<file path="src/rtl/aurora_tx_pkg.sv">
// Shared types and defaults for the Aurora TX frame arbiter.
// The optional per-source frame counters are controlled by AURORA_TX_ARB_STATS_EN.
package aurora_tx_pkg;

  localparam int DATA_W_DEF    = 32;
  localparam int MAX_BEATS_DEF = 256;
  localparam int CNT_W_DEF     = 16;
  localparam int KEEP_W_DEF    = DATA_W_DEF / 8;

  typedef enum logic [2:0] {
    ST_IDLE   = 3'd0,
    ST_GRANT0 = 3'd1,
    ST_GRANT1 = 3'd2,
    ST_DRAIN0 = 3'd3,
    ST_DRAIN1 = 3'd4
  } arb_state_t;

  function automatic int keep_w(input int data_w);
    return data_w / 8;
  endfunction

endpackage

</file>
<file path="src/rtl/aurora_tx_frame_mon.sv">
// Per-grant beat counter with sticky oversize flag and per-source frame counters.
// Frame counters exist only when AURORA_TX_ARB_STATS_EN is defined; otherwise they read 0.
module aurora_tx_frame_mon
  import aurora_tx_pkg::*;
#(
  parameter int MAX_BEATS = MAX_BEATS_DEF,
  parameter int CNT_W     = CNT_W_DEF
) (
  input  logic             i_clk,
  input  logic             i_rst_n,
  input  logic             i_beat,
  input  logic             i_last,
  input  logic [1:0]       i_gnt,
  output logic             o_oversize,
  output logic [CNT_W-1:0] o_frame_cnt_0,
  output logic [CNT_W-1:0] o_frame_cnt_1
);

  logic [CNT_W-1:0] r_beat_cnt;
  logic             r_oversize;

  // The count clears whenever no source holds the grant, so a drained frame leaves nothing behind.
  always_ff @(posedge i_clk or negedge i_rst_n) begin
    if (!i_rst_n) begin
      r_beat_cnt <= '0;
      r_oversize <= 1'b0;
    end else if (i_gnt == 2'b00) begin
      r_beat_cnt <= '0;
    end else if (i_beat) begin
      if (r_beat_cnt >= CNT_W'(MAX_BEATS))
        r_oversize <= 1'b1;
      if (i_last)
        r_beat_cnt <= '0;
      else if (r_beat_cnt != '1)
        r_beat_cnt <= r_beat_cnt + 1'b1;
    end
  end

  assign o_oversize = r_oversize;

`ifdef AURORA_TX_ARB_STATS_EN
  logic [CNT_W-1:0] r_frame_cnt_0;
  logic [CNT_W-1:0] r_frame_cnt_1;

  always_ff @(posedge i_clk or negedge i_rst_n) begin
    if (!i_rst_n) begin
      r_frame_cnt_0 <= '0;
      r_frame_cnt_1 <= '0;
    end else if (i_beat && i_last) begin
      if (i_gnt[0]) r_frame_cnt_0 <= r_frame_cnt_0 + 1'b1;
      if (i_gnt[1]) r_frame_cnt_1 <= r_frame_cnt_1 + 1'b1;
    end
  end

  assign o_frame_cnt_0 = r_frame_cnt_0;
  assign o_frame_cnt_1 = r_frame_cnt_1;
`else
  assign o_frame_cnt_0 = '0;
  assign o_frame_cnt_1 = '0;
`endif

endmodule

</file>
<file path="src/rtl/aurora_tx_arbiter.sv">
// Frame-granular round-robin arbiter sharing one Aurora TX AXI4-Stream port between two sources.
// Define AURORA_TX_ARB_STATS_EN to build the completed-frame counters.
//
//   state  | meaning
//   IDLE   | no grant; picks the next requester while the channel is up
//   GRANT0 | source 0 mirrored onto the TX port
//   GRANT1 | source 1 mirrored onto the TX port
//   DRAIN0 | channel lost mid-frame; source 0 beats discarded until its TLAST
//   DRAIN1 | channel lost mid-frame; source 1 beats discarded until its TLAST
module aurora_tx_arbiter
  import aurora_tx_pkg::*;
#(
  parameter int  DATA_W    = DATA_W_DEF,
  parameter int  MAX_BEATS = MAX_BEATS_DEF,
  parameter int  CNT_W     = CNT_W_DEF,
  localparam int KEEP_W    = keep_w(DATA_W)
) (
  input  logic              USER_CLK,
  input  logic              RESET_N,
  input  logic              CHANNEL_UP,
  input  logic [DATA_W-1:0] S0_TDATA,
  input  logic [KEEP_W-1:0] S0_TKEEP,
  input  logic              S0_TLAST,
  input  logic              S0_TVALID,
  output logic              S0_TREADY,
  input  logic [DATA_W-1:0] S1_TDATA,
  input  logic [KEEP_W-1:0] S1_TKEEP,
  input  logic              S1_TLAST,
  input  logic              S1_TVALID,
  output logic              S1_TREADY,
  output logic [DATA_W-1:0] M_TDATA,
  output logic [KEEP_W-1:0] M_TKEEP,
  output logic              M_TLAST,
  output logic              M_TVALID,
  input  logic              M_TREADY,
  output logic [1:0]        GNT,
  output logic              OVERSIZE_ERR,
  output logic              DROP_ERR,
  output logic [CNT_W-1:0]  FRAME_CNT_0,
  output logic [CNT_W-1:0]  FRAME_CNT_1
);

  arb_state_t r_state;
  logic [1:0] r_gnt;
  logic       r_last_served;
  logic       r_drop_err;
  logic       w_m_accept;

  assign w_m_accept = M_TVALID & M_TREADY;

  // r_last_served = 1 means source 1 went last, so source 0 wins the first tie after reset.
  always_ff @(posedge USER_CLK or negedge RESET_N) begin
    if (!RESET_N) begin
      r_state       <= ST_IDLE;
      r_gnt         <= 2'b00;
      r_last_served <= 1'b1;
      r_drop_err    <= 1'b0;
    end else begin
      case (r_state)
        ST_IDLE: begin
          if (CHANNEL_UP && (S0_TVALID || S1_TVALID)) begin
            if (S0_TVALID && (!S1_TVALID || r_last_served)) begin
              r_state <= ST_GRANT0;
              r_gnt   <= 2'b01;
            end else begin
              r_state <= ST_GRANT1;
              r_gnt   <= 2'b10;
            end
          end
        end
        ST_GRANT0, ST_GRANT1: begin
          if (w_m_accept && M_TLAST) begin
            r_state       <= ST_IDLE;
            r_gnt         <= 2'b00;
            r_last_served <= (r_state == ST_GRANT1);
          end else if (!CHANNEL_UP) begin
            r_state    <= (r_state == ST_GRANT0) ? ST_DRAIN0 : ST_DRAIN1;
            r_drop_err <= 1'b1;
          end
        end
        ST_DRAIN0: begin
          if (S0_TVALID && S0_TLAST) begin
            r_state       <= ST_IDLE;
            r_gnt         <= 2'b00;
            r_last_served <= 1'b0;
          end
        end
        ST_DRAIN1: begin
          if (S1_TVALID && S1_TLAST) begin
            r_state       <= ST_IDLE;
            r_gnt         <= 2'b00;
            r_last_served <= 1'b1;
          end
        end
        default: begin
          r_state <= ST_IDLE;
          r_gnt   <= 2'b00;
        end
      endcase
    end
  end

  // Zero-latency datapath: the granted source sees the core's TREADY directly.
  always_comb begin
    M_TDATA   = '0;
    M_TKEEP   = '0;
    M_TLAST   = 1'b0;
    M_TVALID  = 1'b0;
    S0_TREADY = 1'b0;
    S1_TREADY = 1'b0;
    case (r_state)
      ST_GRANT0: begin
        M_TDATA   = S0_TDATA;
        M_TKEEP   = S0_TKEEP;
        M_TLAST   = S0_TLAST;
        M_TVALID  = S0_TVALID;
        S0_TREADY = M_TREADY;
      end
      ST_GRANT1: begin
        M_TDATA   = S1_TDATA;
        M_TKEEP   = S1_TKEEP;
        M_TLAST   = S1_TLAST;
        M_TVALID  = S1_TVALID;
        S1_TREADY = M_TREADY;
      end
      ST_DRAIN0: S0_TREADY = 1'b1;
      ST_DRAIN1: S1_TREADY = 1'b1;
      default: ;
    endcase
  end

  assign GNT      = r_gnt;
  assign DROP_ERR = r_drop_err;

  aurora_tx_frame_mon #(
    .MAX_BEATS (MAX_BEATS),
    .CNT_W     (CNT_W)
  ) u_frame_mon (
    .i_clk         (USER_CLK),
    .i_rst_n       (RESET_N),
    .i_beat        (w_m_accept),
    .i_last        (M_TLAST),
    .i_gnt         (r_gnt),
    .o_oversize    (OVERSIZE_ERR),
    .o_frame_cnt_0 (FRAME_CNT_0),
    .o_frame_cnt_1 (FRAME_CNT_1)
  );

endmodule

</file>
<file path="config.mk">
export PLATFORM = sky130hd
export DESIGN_NAME = aurora_tx_arbiter
export DESIGN_NICKNAME = d
export VERILOG_FILES = /design/src/rtl/aurora_tx_pkg.sv /design/src/rtl/aurora_tx_frame_mon.sv /design/src/rtl/aurora_tx_arbiter.sv
export SDC_FILE = /design/constraint.sdc
export NUM_CORES = 1
export LEC_CHECK = 0
export CAP_MARGIN = 30
export CORE_ASPECT_RATIO = 1.25
export CORE_UTILIZATION = 32
export CTS_BUF_LIST = sky130_fd_sc_hd__clkbuf_4
export DETAILED_ROUTE_END_ITERATION = 10
export MAX_ROUTING_LAYER = met4
export PLACE_DENSITY_LB_ADDON = 0.2
export SLEW_MARGIN = 20
export SYNTH_ARGS = -nofsm -noshare
export SYNTH_HDL_FRONTEND = slang
export SYNTH_SLANG_ARGS = --single-unit
</file>
<file path="constraint.sdc">
create_clock -name USER_CLK -period 1.8 [get_ports USER_CLK]
set_input_delay 0.36 -clock USER_CLK [delete_from_list [all_inputs] [get_ports USER_CLK]]
set_output_delay 0.36 -clock USER_CLK [all_outputs]
set_load 0.02 [all_outputs]
</file>
==> results by group, run 1 <==
STA
  • Final Max Slew Viols: 0
  • Total setup violations reported at the end of the flow: 62
  • Min setup slack post-route: -0.2717 ns
  • Maximum clock frequency: 482.7 MHz
  • Worst Hold Slack: 0.3640 ns
  • Fin crit share: 115.1%
  • Maximum clock skew at final layout: 0.01219 ns
  • Unrepaired setup endpoints after global routing: yes
  • Worst-Margin Slew: 0.5040 ns
  • Max-Slew Margin vs Limit: 66.24%
  • Count of endpoints failing hold in the final timing report: 0
  • Final Critical Period: 2.072 ns

Yosys
  • Syn. warnings: 0
  • Share of the synthesized area in the top cell type: 26.78%
  • Synth Area in Compound Gates: 33.24%
  • Top cells by area, synth: sky130_fd_sc_hd__dfrtp_1, sky130_fd_sc_hd__a22o_1, sky130_fd_sc_hd__buf_4
  • Xor and xnor fraction of the mapped netlist area: 0%
  • Yosys cell types: 47
  • Count of flip-flops with a built-in enable after synthesis: 0
  • Share of flip-flops with an asynchronous set or reset after synthesis: 100.0%
  • Main combinational cell family by area after synthesis: compound AO/OA/AOI/OAI gates
  • Number of instances in the synthesized netlist: 262
  • Sequential share of the synthesized area: 28.00%
  • Number of flip-flops and latches in the synthesized netlist: 24
  • Post-Syn Area: 2150 µm²
  • Post-synthesis mux area share: 2.503%
  • Adder-cell area share of the yosys netlist: 1.164%
  • Simple-Gate Fraction of Synth Area: 19.03%
  • Dominant register cell in the synthesized netlist: sky130_fd_sc_hd__dfrtp_1
  • Cell taking the most area after synthesis: sky130_fd_sc_hd__dfrtp_1
  • Average size of a mapped cell: 8.204 µm²

Pwr
  • Ratio of total power to cell area: 1348 nW/µm²
  • Net switching share of the total power: 42.94%
  • P_leak: 2.087 nW
  • Worst vdd ir: 0.7331 mV
  • Clock power share: 6.5%
  • Internal power: 3.550 mW
  • Switching power of the nets: 2.672 mW
  • Logic gate share of total power: 81.9%
  • Reg power frac: 11.6%

Finish
  • Area of the multi-input gates: 1702 µm²
  • Finished Core Util: 70.77%
  • Proportion of layout cells with a drive suffix above 1: 40.79%
  • Commonest non-fill, non-tap cell in the layout: sky130_fd_sc_hd__clkdlybuf4s50_1
  • Number of standard cells in the final layout excluding fillers: 544
  • Relative area change from synthesis to final layout: 114.8%
  • Filler cell count: 503
  • Fin area: 4617 µm²
  • Sequential Area: 605.6 µm²
  • Final net count: 539
  • Commonest cells after routing, fill and taps aside: sky130_fd_sc_hd__clkdlybuf4s50_1, sky130_fd_sc_hd__buf_6, sky130_fd_sc_hd__buf_4, sky130_fd_sc_hd__conb_1, sky130_fd_sc_hd__a22o_1

Die
  • Effective utilization at floorplan: 32.95%
  • Die Y: 93.64 µm
  • Rows: 33
  • Width of the chip: 75.31 µm
  • Core box area: 6524 µm²
  • Ports: 156
  • Area enclosed by the die boundary: 7051 µm²

Flow run
  • Max-Cap Viols: 0

Outcome
  • Violations in the final reports: negative setup slack
  • Run status: finished, violations left

Global routing
  • Initial antenna violation count: 1
  • Number of global-route vias before repair: 2642
  • Global router's overall resource usage: 25.95%
  • Congestion Overflow GR: 0
  • Largest net degree at the start of global routing: 27
  • Global-route wire length before repair: 13.61 mm

Setup path
  • Cell with the biggest individual delay on the critical path: sky130_fd_sc_hd__dfrtp_2
  • Critical Path AT: 1.71 ns
  • Most frequent cell on the critical path: sky130_fd_sc_hd__buf_6
  • Crit-path max cell delay: 0.51 ns
  • Sort of element at the end of the critical path: primary output
  • Launching element type of the critical path: register
  • CP max FO: 10
  • Data required time at the worst endpoint: 1.44 ns
  • Start of the worst register-to-register path: r_state[0]
  • Length in cells of the worst reg-to-reg path: 7
  • Chain of cells forming the critical path: buf_4 > nor2_4 > buf_6 > buf_12 > a22o_1 > buf_6
  • Endpoint of the lowest-slack register-to-register path: r_state[1]
  • Register-to-register setup slack: -0.24 ns
  • Type of the setup path with the least slack: register to primary output

Placement
  • Dpl cells: 509
  • Sum of net half-perimeters after detailed placement: 6.553 mm
  • Port Buffers: 123
  • Placed Area: 3784 µm²
  • Final RePlAce weighted congestion: 0.9516

Clocking
  • Clock-pin slew on the worst setup and hold paths: 0.14 ns
  • Worst-skew pair later-pin latency: 0.34 ns
  • TritonCTS buffer count: 3
  • Total number of clock tree sinks: 24
  • CTS tree: yes
  • Worst-case clock buffer depth: 2
  • Clock root cell: sky130_fd_sc_hd__clkbuf_4
  • Total number of H-tree levels: 1

Detailed routing
  • Per-cell via count in the routed design: 5.311
  • Detailed Route Iter0 Violations: 108
  • Via total after detailed routing: 2889
  • DRT antenna net count: 0
  • Total Wirelength: 10.05 mm
  • DRC violations left: 0
  • Detailed Routing Iterations Pass 1: 4
  • Routed wire length per instance: 18.47 µm

Worst hold path
  • Hold WC Path Type: input pin to async pin
## cells by family after synthesis
family	Yosys count
mux	5
simple gates	75
flops	24
buf+inv	57
compound gates	98
other cells	1
fa+ha+maj	2
## flip-flops by register name, summed over array words and instances, names as in the netlist
name                    flops
DROP_ERR                    1
GNT                         2
r_last_served               1
r_state                     3
u_frame_mon.o_oversize      1
u_frame_mon.r_beat_cnt     16
## stage by stage
stage,setup WS [ns],setup TNS (ns),total power [mW]
2_1_floorplan,-0.06128,-1.047,2.623
3_3_place_gp,-0.6125,-19.14,4.311
3_5_place_dp,-0.5846,-19.10,4.341
4_1_cts,-0.2900,-7.771,5.489
5_1_grt,-0.3241,-15.55,6.498
6_report,-0.2717,-11.53,6.222
## synthesized netlist by cell type, types with 2 or more instances
library cell,number
sky130_fd_sc_hd__nor4bb_1,2
sky130_fd_sc_hd__mux2_2,3
sky130_fd_sc_hd__nand4_1,5
sky130_fd_sc_hd__or4_1,2
sky130_fd_sc_hd__a211o_1,3
sky130_fd_sc_hd__a31oi_1,11
sky130_fd_sc_hd__buf_4,32
sky130_fd_sc_hd__nand2_1,13
sky130_fd_sc_hd__a22oi_1,2
sky130_fd_sc_hd__inv_1,7
sky130_fd_sc_hd__mux2i_1,2
sky130_fd_sc_hd__nand2b_1,5
sky130_fd_sc_hd__o41ai_1,2
sky130_fd_sc_hd__nand3b_1,2
sky130_fd_sc_hd__nor2_1,13
sky130_fd_sc_hd__and4_1,3
sky130_fd_sc_hd__nor3_1,7
sky130_fd_sc_hd__a21o_1,4
sky130_fd_sc_hd__a211oi_1,2
sky130_fd_sc_hd__nor4_1,2
sky130_fd_sc_hd__nand3_1,9
sky130_fd_sc_hd__nor2b_1,3
sky130_fd_sc_hd__nand4b_1,2
sky130_fd_sc_hd__a22o_1,37
sky130_fd_sc_hd__ha_1,2
sky130_fd_sc_hd__clkbuf_1,11
sky130_fd_sc_hd__o21ai_0,11
sky130_fd_sc_hd__dfrtp_1,23
sky130_fd_sc_hd__a21oi_1,16
sky130_fd_sc_hd__and3_1,4
sky130_fd_sc_hd__buf_2,6
## how the worst max path moves through the flow
stage,cells past startpoint,startpoint,slack (ns),to
2_1_floorplan,7,r_state[2],-0.06,r_state[0]
3_3_place_gp,4,S0_TLAST,-0.61,M_TLAST
3_5_place_dp,4,S0_TLAST,-0.58,M_TLAST
4_1_cts,7,r_state[0],-0.29,M_TDATA[14]
5_1_grt,6,r_state[0],-0.32,M_TKEEP[0]
6_report,6,r_state[0],-0.27,M_TKEEP[0]
## worst max-delay path, delay by kind of cell, from the launching register on
family	cells	cell delay [ns]
DFF	1	0.51
and+or+nand+nor	1	0.12
AOI/OAI and AO/OA	1	0.18
buffers and inverters	4	0.56
## metal layers
| metal | wire length (µm) | up-vias | track usage (%) | share of wire, % |
|---|---|---|---|---|
| li1 | - | 1330 | - | - |
| met1 | 3746 | 1401 | 29.14 | 37 |
| met2 | 5363 | 132 | 44.72 | 53 |
| met3 | 660 | 26 | 4.418 | 6.6 |
| met4 | 277 | 0 | 10.49 | 2.8 |
| met5 | 0 | - | - | 0 |
## power by group through the flow
stage	logic, mW	registers, mW	clock network (mW)
floorplan	1.94	0.688	0
global placement	3.61	0.696	0
detailed placement	3.64	0.697	0
CTS	4.37	0.714	0.406
global route	5.34	0.733	0.423
finish	5.10	0.723	0.402
## timing repair
| action | in CTS | in global routing |
|---|---|---|
| endpoints found under the hold margin | 0 | 0 |
| hold buffers | 0 | 0 |
| gates cloned | 3 | 5 |
| pin swaps | 20 | 34 |
| setup buffers | 10 | 16 |
| gates resized for setup | 280 | 60 |
| endpoints found under the setup margin | 63 | 64 |
## area by class of cell
type	instances	share of cell area (%)
repair buffers	209	45.91
multi-input cells	212	36.86
flip-flops and latches	24	13.12
well taps	87	2.358
clock inverters	1	0.6504
inverters	7	0.5691
clock buffers	3	0.4878
diodes	1	0.05420
(Power assumes the default switching activity.)
==> run 2, diff against run 1 <==
- ABC_CLOCK_PERIOD_IN_PS: default -> 1800
==> results of run 2 <==
No change in the layout: final DEF, timing and power equal those of run 1.
==> run 3, diff against run 2 <==
- CAP_MARGIN: 30 -> 20
==> results of run 3 <==
No change in the layout: final DEF, timing and power equal those of run 1.
